<file path="config.mk">
export PLATFORM = sky130hd
export DESIGN_NAME = ps2_key_decoder_flat
export DESIGN_NICKNAME = d
export VERILOG_FILES = /design/src/rtl/ps2_key_decoder_pkg.sv /design/src/rtl/ps2_key_decoder_if.sv /design/src/rtl/ps2_key_decoder_fifo.sv /design/src/rtl/ps2_key_decoder.sv /design/src/flat_wrapper.sv
export SDC_FILE = /design/constraint.sdc
export NUM_CORES = 1
export LEC_CHECK = 0
export BUFFER_PORTS_ARGS = -buffer_cell sky130_fd_sc_hd__buf_4
export CAP_MARGIN = 20
export CORE_UTILIZATION = 63
export DETAILED_ROUTE_END_ITERATION = 10
export PLACE_DENSITY = 0.84
export SYNTH_ARGS = -nofsm -noshare
export SYNTH_HDL_FRONTEND = slang
export SYNTH_SLANG_ARGS = --single-unit
</file>
<file path="constraint.sdc">
create_clock -name clock -period 8.6 [get_ports clock]
set_input_delay 0.86 -clock clock [delete_from_list [all_inputs] [get_ports clock]]
set_output_delay 0.86 -clock clock [all_outputs]
set_load 0.02 [all_outputs]
</file>
<file path="src/rtl/ps2_key_decoder_pkg.sv">
// Shared constants for the PS/2 key decoder: key ids, set-2 scan codes, FSM states
// and the scan-code to key-id lookup.
package ps2_key_decoder_pkg;

  localparam logic [2:0] KEY_NONE  = 3'd0;
  localparam logic [2:0] KEY_UP    = 3'd1;
  localparam logic [2:0] KEY_DOWN  = 3'd2;
  localparam logic [2:0] KEY_LEFT  = 3'd3;
  localparam logic [2:0] KEY_RIGHT = 3'd4;
  localparam logic [2:0] KEY_FIRE  = 3'd5;
  localparam logic [2:0] KEY_ENTER = 3'd6;
  localparam logic [2:0] KEY_ESC   = 3'd7;

  localparam logic [7:0] SC_EXT     = 8'hE0;
  localparam logic [7:0] SC_BRK     = 8'hF0;
  localparam logic [7:0] SC_W       = 8'h1D;
  localparam logic [7:0] SC_S       = 8'h1B;
  localparam logic [7:0] SC_A       = 8'h1C;
  localparam logic [7:0] SC_D       = 8'h23;
  localparam logic [7:0] SC_SPACE   = 8'h29;
  localparam logic [7:0] SC_ENTER   = 8'h5A;
  localparam logic [7:0] SC_ESC     = 8'h76;
  localparam logic [7:0] SC_E_UP    = 8'h75;
  localparam logic [7:0] SC_E_DOWN  = 8'h72;
  localparam logic [7:0] SC_E_LEFT  = 8'h6B;
  localparam logic [7:0] SC_E_RIGHT = 8'h74;

  typedef enum logic [1:0] {
    ST_IDLE,
    ST_EXT,
    ST_BRK,
    ST_EXT_BRK
  } dec_state_t;

  typedef struct packed {
    logic       is_break;
    logic [2:0] key;
  } key_evt_t;

  // Extended and plain codes live in disjoint tables: E0 1D is not UP.
  function automatic logic [2:0] key_lookup(input logic [7:0] code, input logic ext);
    logic [2:0] id;
    id = KEY_NONE;
    if (ext) begin
      case (code)
        SC_E_UP:    id = KEY_UP;
        SC_E_DOWN:  id = KEY_DOWN;
        SC_E_LEFT:  id = KEY_LEFT;
        SC_E_RIGHT: id = KEY_RIGHT;
        default:    id = KEY_NONE;
      endcase
    end else begin
      case (code)
        SC_W:     id = KEY_UP;
        SC_S:     id = KEY_DOWN;
        SC_A:     id = KEY_LEFT;
        SC_D:     id = KEY_RIGHT;
        SC_SPACE: id = KEY_FIRE;
        SC_ENTER: id = KEY_ENTER;
        SC_ESC:   id = KEY_ESC;
        default:  id = KEY_NONE;
      endcase
    end
    return id;
  endfunction

endpackage

</file>
<file path="src/rtl/ps2_key_decoder_if.sv">
// Bundle of the decoder's byte input, key-event handshake and status outputs.
interface ps2_key_decoder_if;
  logic [7:0] ps2_data;
  logic       ps2_data_en;
  logic       evt_ready;
  logic       evt_valid;
  logic       evt_release;
  logic [2:0] evt_key;
  logic [7:0] held;
  logic [7:0] last_byte;
  logic       overflow;

  modport master (
    input  ps2_data, ps2_data_en, evt_ready,
    output evt_valid, evt_release, evt_key, held, last_byte, overflow
  );

  modport slave (
    output ps2_data, ps2_data_en, evt_ready,
    input  evt_valid, evt_release, evt_key, held, last_byte, overflow
  );
endinterface

</file>
<file path="src/rtl/ps2_key_decoder_fifo.sv">
// Show-ahead event FIFO; a push is accepted when full only if a pop frees a slot that cycle.
module ps2_key_decoder_fifo #(
  parameter int unsigned WIDTH = 4,
  parameter int unsigned DEPTH = 4
) (
  input  logic             clock,
  input  logic             resetn,
  input  logic             i_push,
  input  logic [WIDTH-1:0] i_din,
  input  logic             i_pop,
  output logic [WIDTH-1:0] o_dout,
  output logic             o_full,
  output logic             o_empty
);
  localparam int unsigned AW = $clog2(DEPTH);
  localparam int unsigned CW = AW + 1;

  logic [WIDTH-1:0] r_mem [DEPTH];
  logic [AW-1:0]    r_wr_ptr;
  logic [AW-1:0]    r_rd_ptr;
  logic [CW-1:0]    r_count;
  logic             w_do_push;
  logic             w_do_pop;

  assign o_empty   = (r_count == '0);
  assign o_full    = (r_count == CW'(DEPTH));
  assign w_do_pop  = i_pop && !o_empty;
  assign w_do_push = i_push && (!o_full || w_do_pop);
  assign o_dout    = r_mem[r_rd_ptr];

  always_ff @(posedge clock) begin
    if (w_do_push) begin
      r_mem[r_wr_ptr] <= i_din;
    end
  end

  always_ff @(posedge clock or negedge resetn) begin
    if (!resetn) begin
      r_wr_ptr <= '0;
      r_rd_ptr <= '0;
      r_count  <= '0;
    end else begin
      if (w_do_push) r_wr_ptr <= r_wr_ptr + AW'(1);
      if (w_do_pop)  r_rd_ptr <= r_rd_ptr + AW'(1);
      case ({w_do_push, w_do_pop})
        2'b10:   r_count <= r_count + CW'(1);
        2'b01:   r_count <= r_count - CW'(1);
        default: r_count <= r_count;
      endcase
    end
  end
endmodule

</file>
<file path="src/rtl/ps2_key_decoder.sv">
// PS/2 set-2 byte stream to game key events: E0/F0 prefix FSM with timeout,
// held-key bitmap, typematic repeat filter and a buffered event queue.
module ps2_key_decoder
  import ps2_key_decoder_pkg::*;
#(
  parameter int unsigned FIFO_DEPTH     = 4,
  parameter int unsigned TIMEOUT_CYCLES = 2_500_000,
  parameter int unsigned FILTER_REPEAT  = 1
) (
  input  logic clock,
  input  logic resetn,
  ps2_key_decoder_if.master bus
);
  localparam int unsigned TW = $clog2(TIMEOUT_CYCLES + 1);

  dec_state_t    r_state;
  dec_state_t    w_state_next;
  logic [TW-1:0] r_timer;
  logic [7:1]    r_held;
  logic [7:0]    r_last_byte;
  logic          r_overflow;

  logic          w_timeout;
  logic          w_decode;
  logic          w_is_break;
  logic          w_ext;
  logic [2:0]    w_key;
  logic [7:0]    w_held_full;
  logic          w_hit;
  logic          w_push;
  logic          w_pop;
  logic          w_full;
  logic          w_empty;
  key_evt_t      w_head;

  assign w_timeout = (r_state != ST_IDLE) && !bus.ps2_data_en
                     && (r_timer == TW'(TIMEOUT_CYCLES - 1));

  always_comb begin
    w_state_next = r_state;
    w_decode     = 1'b0;
    w_is_break   = 1'b0;
    w_ext        = 1'b0;
    if (bus.ps2_data_en) begin
      w_state_next = ST_IDLE;
      case (r_state)
        ST_IDLE: begin
          if (bus.ps2_data == SC_EXT)      w_state_next = ST_EXT;
          else if (bus.ps2_data == SC_BRK) w_state_next = ST_BRK;
          else                             w_decode = 1'b1;
        end
        ST_EXT: begin
          w_ext = 1'b1;
          if (bus.ps2_data == SC_BRK)      w_state_next = ST_EXT_BRK;
          else if (bus.ps2_data == SC_EXT) w_state_next = ST_EXT;
          else                             w_decode = 1'b1;
        end
        ST_BRK: begin
          w_is_break = 1'b1;
          w_decode   = (bus.ps2_data != SC_EXT) && (bus.ps2_data != SC_BRK);
        end
        default: begin
          w_ext      = 1'b1;
          w_is_break = 1'b1;
          w_decode   = (bus.ps2_data != SC_EXT) && (bus.ps2_data != SC_BRK);
        end
      endcase
    end else if (w_timeout) begin
      w_state_next = ST_IDLE;
    end
  end

  assign w_key       = key_lookup(bus.ps2_data, w_ext);
  assign w_held_full = {r_held, 1'b0};
  assign w_hit       = w_decode && (w_key != KEY_NONE);
  // Repeat filter: a make for a key already down is typematic, not a new press.
  assign w_push      = w_hit && (w_is_break || !((FILTER_REPEAT != 0) && w_held_full[w_key]));
  assign w_pop       = !w_empty && bus.evt_ready;

  always_ff @(posedge clock or negedge resetn) begin
    if (!resetn) begin
      r_state     <= ST_IDLE;
      r_timer     <= '0;
      r_last_byte <= '0;
      r_overflow  <= 1'b0;
    end else begin
      r_state <= w_state_next;
      if (bus.ps2_data_en || r_state == ST_IDLE || w_timeout) r_timer <= '0;
      else                                                    r_timer <= r_timer + TW'(1);
      if (bus.ps2_data_en) r_last_byte <= bus.ps2_data;
      if (w_push && w_full && !w_pop) r_overflow <= 1'b1;
    end
  end

  for (genvar gi = 1; gi < 8; gi++) begin : g_held
    always_ff @(posedge clock or negedge resetn) begin
      if (!resetn) begin
        r_held[gi] <= 1'b0;
      end else if (w_hit && w_key == 3'(gi)) begin
        r_held[gi] <= !w_is_break;
      end
    end
  end

  ps2_key_decoder_fifo #(
    .WIDTH (4),
    .DEPTH (FIFO_DEPTH)
  ) u_fifo (
    .clock   (clock),
    .resetn  (resetn),
    .i_push  (w_push),
    .i_din   ({w_is_break, w_key}),
    .i_pop   (bus.evt_ready),
    .o_dout  (w_head),
    .o_full  (w_full),
    .o_empty (w_empty)
  );

  assign bus.evt_valid   = !w_empty;
  assign bus.evt_release = w_empty ? 1'b0 : w_head.is_break;
  assign bus.evt_key     = w_empty ? 3'd0 : w_head.key;
  assign bus.held        = w_held_full;
  assign bus.last_byte   = r_last_byte;
  assign bus.overflow    = r_overflow;
endmodule

</file>
<file path="src/flat_wrapper.sv">
// flat-port wrapper written by rule: the top's interface ports become plain ports
module ps2_key_decoder_flat import ps2_key_decoder_pkg::*;
#(
  parameter int unsigned FIFO_DEPTH     = 4,
  parameter int unsigned TIMEOUT_CYCLES = 2_500_000,
  parameter int unsigned FILTER_REPEAT  = 1
)
  (clock, resetn, bus_ps2_data, bus_ps2_data_en, bus_evt_ready, bus_evt_valid, bus_evt_release, bus_evt_key, bus_held, bus_last_byte, bus_overflow);
  ps2_key_decoder_if bus_i ();
  input  logic clock;
  input  logic resetn;
  input wire logic [$bits(bus_i.ps2_data)-1:0] bus_ps2_data;
  input wire logic [$bits(bus_i.ps2_data_en)-1:0] bus_ps2_data_en;
  input wire logic [$bits(bus_i.evt_ready)-1:0] bus_evt_ready;
  output wire logic [$bits(bus_i.evt_valid)-1:0] bus_evt_valid;
  output wire logic [$bits(bus_i.evt_release)-1:0] bus_evt_release;
  output wire logic [$bits(bus_i.evt_key)-1:0] bus_evt_key;
  output wire logic [$bits(bus_i.held)-1:0] bus_held;
  output wire logic [$bits(bus_i.last_byte)-1:0] bus_last_byte;
  output wire logic [$bits(bus_i.overflow)-1:0] bus_overflow;
  assign bus_i.ps2_data = bus_ps2_data;
  assign bus_i.ps2_data_en = bus_ps2_data_en;
  assign bus_i.evt_ready = bus_evt_ready;
  assign bus_evt_valid = bus_i.evt_valid;
  assign bus_evt_release = bus_i.evt_release;
  assign bus_evt_key = bus_i.evt_key;
  assign bus_held = bus_i.held;
  assign bus_last_byte = bus_i.last_byte;
  assign bus_overflow = bus_i.overflow;
  ps2_key_decoder #(.FIFO_DEPTH(FIFO_DEPTH), .TIMEOUT_CYCLES(TIMEOUT_CYCLES), .FILTER_REPEAT(FILTER_REPEAT)) u_core (.clock(clock), .resetn(resetn), .bus(bus_i));
endmodule
</file>
# Word level (Yosys, flattened, before mapping)
# Memory sizes are Yosys's and may differ from the RTL's.
# Cells that the tools add are included.
# Widths: inputs -> output; s select.
[classes] addsub=5 n_bitwise=0 multipliers=0 n_shift=0 n_lt_le_gt_ge=1 div=0 n_eq_ne=28 n_reduce_logical=34 muxes=28
[op_table] op="$eq 8x7->1 const B" n=6
[op_table] op="$eq 8x5->1 const B" n=3
[op_table] op="$add 22x1->22 const B" n=1
[op_table] op="$eq 22x22->1 const B" n=1
[op_table] op="$mux 22" n=1
[op_table] op="$pmux 3 s7" n=1
[op_table] op="$eq 8x6->1 const B" n=2
[op_table] op="$eq 8x8->1 const B" n=2
[op_table] op="$logic_and 1x1->1" n=16
[op_table] op="$ne 8x8->1 const B" n=2
[op_table] op="$eq 3x3->1 const B" n=5
[op_table] op="$mux 1" n=14
[op_table] op="$pmux 3 s4" n=1
[op_table] op="$mux 2" n=5
[op_table] op="$eq 3x2->1 const B" n=2
[op_table] op="$logic_not 1->1" n=6
[op_table] op="$mux 3" n=2
[op_table] op="$pmux 3 s2" n=1
[op_table] op="$reduce_bool 2->1" n=3
[op_table] op="$add 2x1->2 const B" n=2
[op_table] op="$eq 2x1->1 const B" n=2
[op_table] op="$eq 2x2->1 const B" n=2
[op_table] op="$logic_or 1x1->1" n=4
[op_table] op="$lt 3x4->1 const B" n=1
[op_table] op="10 further kinds" n=11
[word_totals] in_bits=12 romBits=0 reg_bits=47 memories=1 ram_bits=16 latchBits=0 out_inout_bits=22
[memory_table] name="u_core.u_fifo.r_mem" words=4 width=4 read_ports=1 rd_ports_with_merged_regs=0 wr=1 line_no="ps2_key_decoder_fifo.sv:18" text="logic [WIDTH-1:0] r_mem [DEPTH];"

# Longest topological paths before layout
[logic_depth] word_depth=13 mapped_depth=16 depth_no_buf=12

# Modules after synthesis
# From an unflattened synthesis, not the netlist that was laid out.
[unflattened] hier_cells=299 area_unflattened_um2=3321.9
[by_module_without_submodules] module="ps2_key_decoder" seq_area_each_um2=1001.0 area_each_um2=2309.7 cells_per_inst=240 n_inst=1
[by_module_without_submodules] module="ps2_key_decoder_fifo" seq_area_each_um2=655.6 area_each_um2=1012.2 cells_per_inst=59 n_inst=1

# Least setup slack after synthesis
# No wires, ideal clock.
[synth_path] path_type="in2reg" startpoint="input port bus_ps2_data[5]" endpoint="register u_core.u_fifo.r_count[2]" arrival_ns=3.833 slack_ns=4.636 t_required_ns=8.469 setup_ns=0.131 stages=15 path_cell_list="buf_6 -> and4b_4 -> a31oi_4 -> inv_1 -> o221ai_4 -> and4bb_1 -> a2111oi_4 -> or2_1 -> buf_6 -> buf_6 -> nor2_1 -> fa_1 -> nand2b_1 -> o221a_1 -> or3_1"
[synth_between] elab_chain_cells=11
[synth_lines] item="from (decl)" line_no="flat_wrapper.sv:12" text="input wire logic [$bits(bus_i.ps2_data)-1:0] bus_ps2_data;"
[synth_lines] item="$eq 8x7->1 (tied with other cells)" line_no="ps2_key_decoder_pkg.sv:53" text="case (code)"
[synth_lines] item="$pmux 3 s7 / $pmux 3 s4 (equally long branches)" line_no="ps2_key_decoder_pkg.sv:53, ps2_key_decoder_pkg.sv:45"
[synth_lines] item="$mux 3" line_no="ps2_key_decoder_pkg.sv:44" text="if (ext) begin"
[synth_lines] item="$bmux 1 s3" line_no="ps2_key_decoder.sv:77" text="assign w_push = w_hit && (w_is_break || !((FILTER_REPEAT != 0) && w_held_full[w_key]));"
[synth_lines] item="$mux 1 (not written as such)" line_no="ps2_key_decoder.sv:77"
[synth_lines] item="$logic_not 1->1" line_no="ps2_key_decoder.sv:77"
[synth_lines] item="$logic_or 1x1->1" line_no="ps2_key_decoder.sv:77"
[synth_lines] item="$logic_and 1x1->1 *" line_no="ps2_key_decoder.sv:77"
[synth_lines] item="$logic_and 1x1->1 *" line_no="ps2_key_decoder_fifo.sv:28" text="assign w_do_push = i_push && (!o_full || w_do_pop);"
[synth_lines] item="$eq 2x1->1 / $eq 2x2->1 (equally long branches)" line_no="ps2_key_decoder_fifo.sv:45" text="case ({w_do_push, w_do_pop})"
[synth_lines] item="$pmux 3 s2 / $reduce_bool 2->1 (equally long branches)"
[synth_lines] item="to (signal assigned)" line_no="ps2_key_decoder_fifo.sv:46" text="2'b10: r_count <= r_count + CW'(1);"
[synth_lines] item="to (signal assigned)" line_no="ps2_key_decoder_fifo.sv:47" text="2'b01: r_count <= r_count - CW'(1);"
[synth_lines] item="to (signal assigned)" line_no="ps2_key_decoder_fifo.sv:48" text="default: r_count <= r_count;"
[synth_lines] item="to (decl)" line_no="ps2_key_decoder_fifo.sv:21" text="logic [CW-1:0] r_count;"
# Mark *: on every way between the ends. The rest lies on a longest branch, timed or not. The select of a mux whose other input is x is not followed.
# A chain may end at the register's enable or synchronous reset.

# Worst setup path after layout
[layout_path] startpoint="input port bus_ps2_data[7]" endpoint="register u_core.u_fifo.r_count[2]"
# The elaborated chain is that of the path after synthesis.

==> key figures <==
Outcome
  – Status: finished, final reports clean

Yosys
  – Post-Syn Area per Cell: approximately 11 um2
  – Share of the synthesized area in the top cell type: 0.3519
  – Post-synth top flop: dfrtp_1
  – Synth warnings: 0
  – Area leader, netlist: dfrtp_1
  – Cells after Synth: approximately 300
  – Post-synth top cells: dfrtp_1, nor2_1, nand2_1
  – Most common cell in the netlist: dfrtp_1
  – Top post-synthesis cells by area: dfrtp_1, edfxtp_1, nor2_1
  – Mapped Area: between 3000 and 4000 um2
  – Async set-reset flop share out of synthesis: 0.7460
  – Number of synthesized flops with an enable pin: 16
  – Seq cells post-synth: 63
  – Yosys cell types: slightly above 60
  – Sequential share of the synthesized area: 0.4957
  – Syn_nets: 315

Die
  – Core area: ~5000 um2
  – Starting Density: 0.6543
  – Die area: ~5600 um2
  – Row cnt: 26
  – Num ports: 34
  – Die X-Extent: about 75 um
  – DIE HEIGHT: 74.84 um

Hold path
  – Worst Hold Class: register to register
  – Worst Hold Launch: u_core.bus.overflow$_DFFE_PN0P_
  – Hold Path Sink: u_core.bus.overflow$_DFFE_PN0P_
  – Hold depth: 1

Clock network
  – CTS buffer count: 9
  – Reg clk slew, reported paths: approximately 0.070 ns
  – Post-cts resize count: 0
  – Clock Latency Late Sink: between 0.3 and 0.4 ns
  – Root Buffer: clkbuf_8
  – H-Tree Depth: 3
  – CTS tree: yes
  – Post-CTS setup buffers: 0
  – CTS Hold Bufs: 0
  – Clock tree buffer depth: 2
  – CTS Sinks: 63

Critical path
  – Critical path data arrival time: 4.86 ns
  – Class of the most critical setup path: input port to register
  – Critical R2R Capture: u_core.u_fifo.r_count[2]$_DFFE_PN0P_
  – Flop2flop setup slack: around 4.4 ns
  – Crit path cell chain: buf_4 -> and4bb_2 -> nand2_1 -> a32oi_1 -> nand2_1 -> a2111oi_4 -> or2_1 -> nor2_1 -> fa_1 -> nand2b_1 -> o221a_1 -> or3_1
  – CP max FO: 15
  – Slowest stage cell, crit path: a32oi_1
  – Critical Path Start Type: input port
  – FF-to-FF Start: u_core.r_state[0]$_DFFE_PN0P_
  – Critical Path Max Stage Delay: 0.97 ns
  – Nature of the critical path endpoint: register
  – WP data required: between 8 and 9 ns
  – Worst R2R Path Depth: 11
  – Worst path most repeated cell: nand2_1

Global routing
  – Largest net degree at the start of global routing: 48
  – Gr ovfl total: 0
  – Vias in the first global route: approximately 2,300
  – Initial antenna violation count: 0
  – First-pass GRT wire length: roughly 11,000 um
  – GRT Util Overall: 0.2635

STA
  – Tcrit/Tclk final: 0.5400
  – Clk_skew: 0.005059 ns
  – Fmax: 0.2153 GHz
  – RSZ-0062 raised after global routing: false
  – Fin. Hold Viols: 0
  – Relative max-transition margin: 0.2007
  – # setup viols final: 0
  – Final slew viol count: 0
  – Worst-Margin Slew: roughly 1.2 ns
  – Setup TNS: 0 ns
  – Fin crit period: about 4.6 ns

Route
  – Initial DRT Pass Iterations: 4
  – Antenna Nets Post-Route: 0
  – DR iter-0 viols: 120
  – Avg WL per Cell: ~16 um
  – Drc violations: 0
  – Final WL: 6379 um
  – Vias/cell: approximately 5.8
  – Via count: 2,340

Placed design
  – Port buffer count: 32
  – Post-Place Cell Area: about 3600 um2
  – RD Place Congestion: about 0.8
  – Placed wire-length estimate: around 4300 um

Finish
  – Fillers: approximately 370
  – Nets: 347
  – Fin area: 3791 um2
  – ANT cells: 0
  – Synthesis-to-finish area growth: 13.44%
  – Share of cells above drive strength 1: 0.2246

Power and ir drop
  – Worst vdd ir: between 100 and 150 uV
  – LEAKAGE: about 1.6 nW
  – Pwr/cell area: between 200 and 250 nW/um2

Job
  – MaxCap Viol Count: 0
[logic make-up after synthesis]
| family | count (synthesis) | share of synthesized area |
|---|---|---|
| simple gates | 127 | 0.2123 |
| xor+xnor | 24 | 0.06290 |
| mux | 20 | 0.07975 |
| fa+ha+maj | 6 | 0.02471 |
| compound gates | 32 | 0.08761 |
| other cells | 1 | 0.001122 |
| buf+inv | 24 | 0.03594 |
| flops | 63 | 0.4957 |
[state kept, by name, indices dropped and copies added, names as in the netlist]
name,count
u_core.bus.held,7
u_core.bus.last_byte,8
u_core.bus.overflow,1
u_core.r_state,2
u_core.r_timer,22
u_core.u_fifo.r_count,3
u_core.u_fifo.r_mem,16
u_core.u_fifo.r_rd_ptr,2
u_core.u_fifo.r_wr_ptr,2
[layout make-up]
cell class,count,area [um2],share of cell area
clock buffers,10,127.6,0.03366
clock inverters,6,61.31,0.01617
inverters,12,45.04,0.01188
multi-input cells,210,1565,0.4129
flip-flops and latches,63,1657,0.4370
well taps,70,87.58,0.02310
repair buffers,33,247.7,0.06535
[through the flow]
step	total power, mW	hold slack [ns]	setup slack, ns	std cells	utilization
floorplan	0.4893	0.4479	4.636	297	-
global placement	0.5539	0.4615	3.867	388	0.7053
detailed placement	0.5592	0.4653	3.689	388	0.7053
CTS	0.8102	0.4805	4.007	404	0.7423
global route	0.8411	0.5007	3.639	404	0.7423
finish	0.8029	0.4766	3.956	404	0.7423
[cell usage in the layout, fill, tap and decap left out, drive strengths merged, types with 3 or more instances in the layout]
| master | count |
|---|---|
| a31oi | 5 |
| mux2i | 3 |
| xor2 | 14 |
| nor2 | 38 |
| nor3 | 5 |
| buf | 33 |
| edfxtp | 16 |
| nor3b | 3 |
| ha | 5 |
| and4bb | 4 |
| mux4 | 4 |
| nor4b | 4 |
| clkbuf | 10 |
| and3 | 12 |
| inv | 12 |
| xnor2 | 10 |
| clkinvlp | 3 |
| nor4 | 3 |
| and2 | 7 |
| dfrtp | 47 |
| nand3 | 11 |
| a21oi | 6 |
| nand2 | 22 |
| mux2 | 13 |
| o21ai | 6 |
[worst max-delay path by stage]
stage | startpoint | slack, ns | to
6_report | bus_ps2_data[7] | 3.96 | u_core.u_fifo.r_count[2]$_DFFE_PN0P_
5_1_grt | bus_ps2_data[7] | 3.64 | u_core.u_fifo.r_count[2]$_DFFE_PN0P_
4_1_cts | bus_ps2_data[7] | 4.01 | u_core.u_fifo.r_count[2]$_DFFE_PN0P_
3_5_place_dp | bus_ps2_data[7] | 3.69 | u_core.u_fifo.r_count[2]$_DFFE_PN0P_
3_3_place_gp | bus_ps2_data[7] | 3.87 | u_core.u_fifo.r_count[2]$_DFFE_PN0P_
2_1_floorplan | bus_ps2_data[5] | 4.64 | u_core.u_fifo.r_count[2]$_DFFE_PN0P_
[routing by layer]
metal,vias to the layer above,routed length (um),global-route usage
li1,1115,-,-
met1,1149,2890,0.3498
met5,-,0,0
met3,15,261,0.05756
met2,61,3081,0.4184
met4,0,146,0.1195
[report_power, final]
group	switching [mW]	internal (mW)	leakage, nW
clock network	0.115	0.132	0.0859
logic	0.0999	0.0953	0.760
registers	0.0325	0.328	0.768
[worst max-delay path: cells and delay by family]
family,cells,cell delay [ns]
AOI/OAI and AO/OA,3,1.69
and+or+nand+nor,7,1.74
adders and majority gates,1,0.42
buffers and inverters,1,0.14
Power figures use the tool's default switching activity.
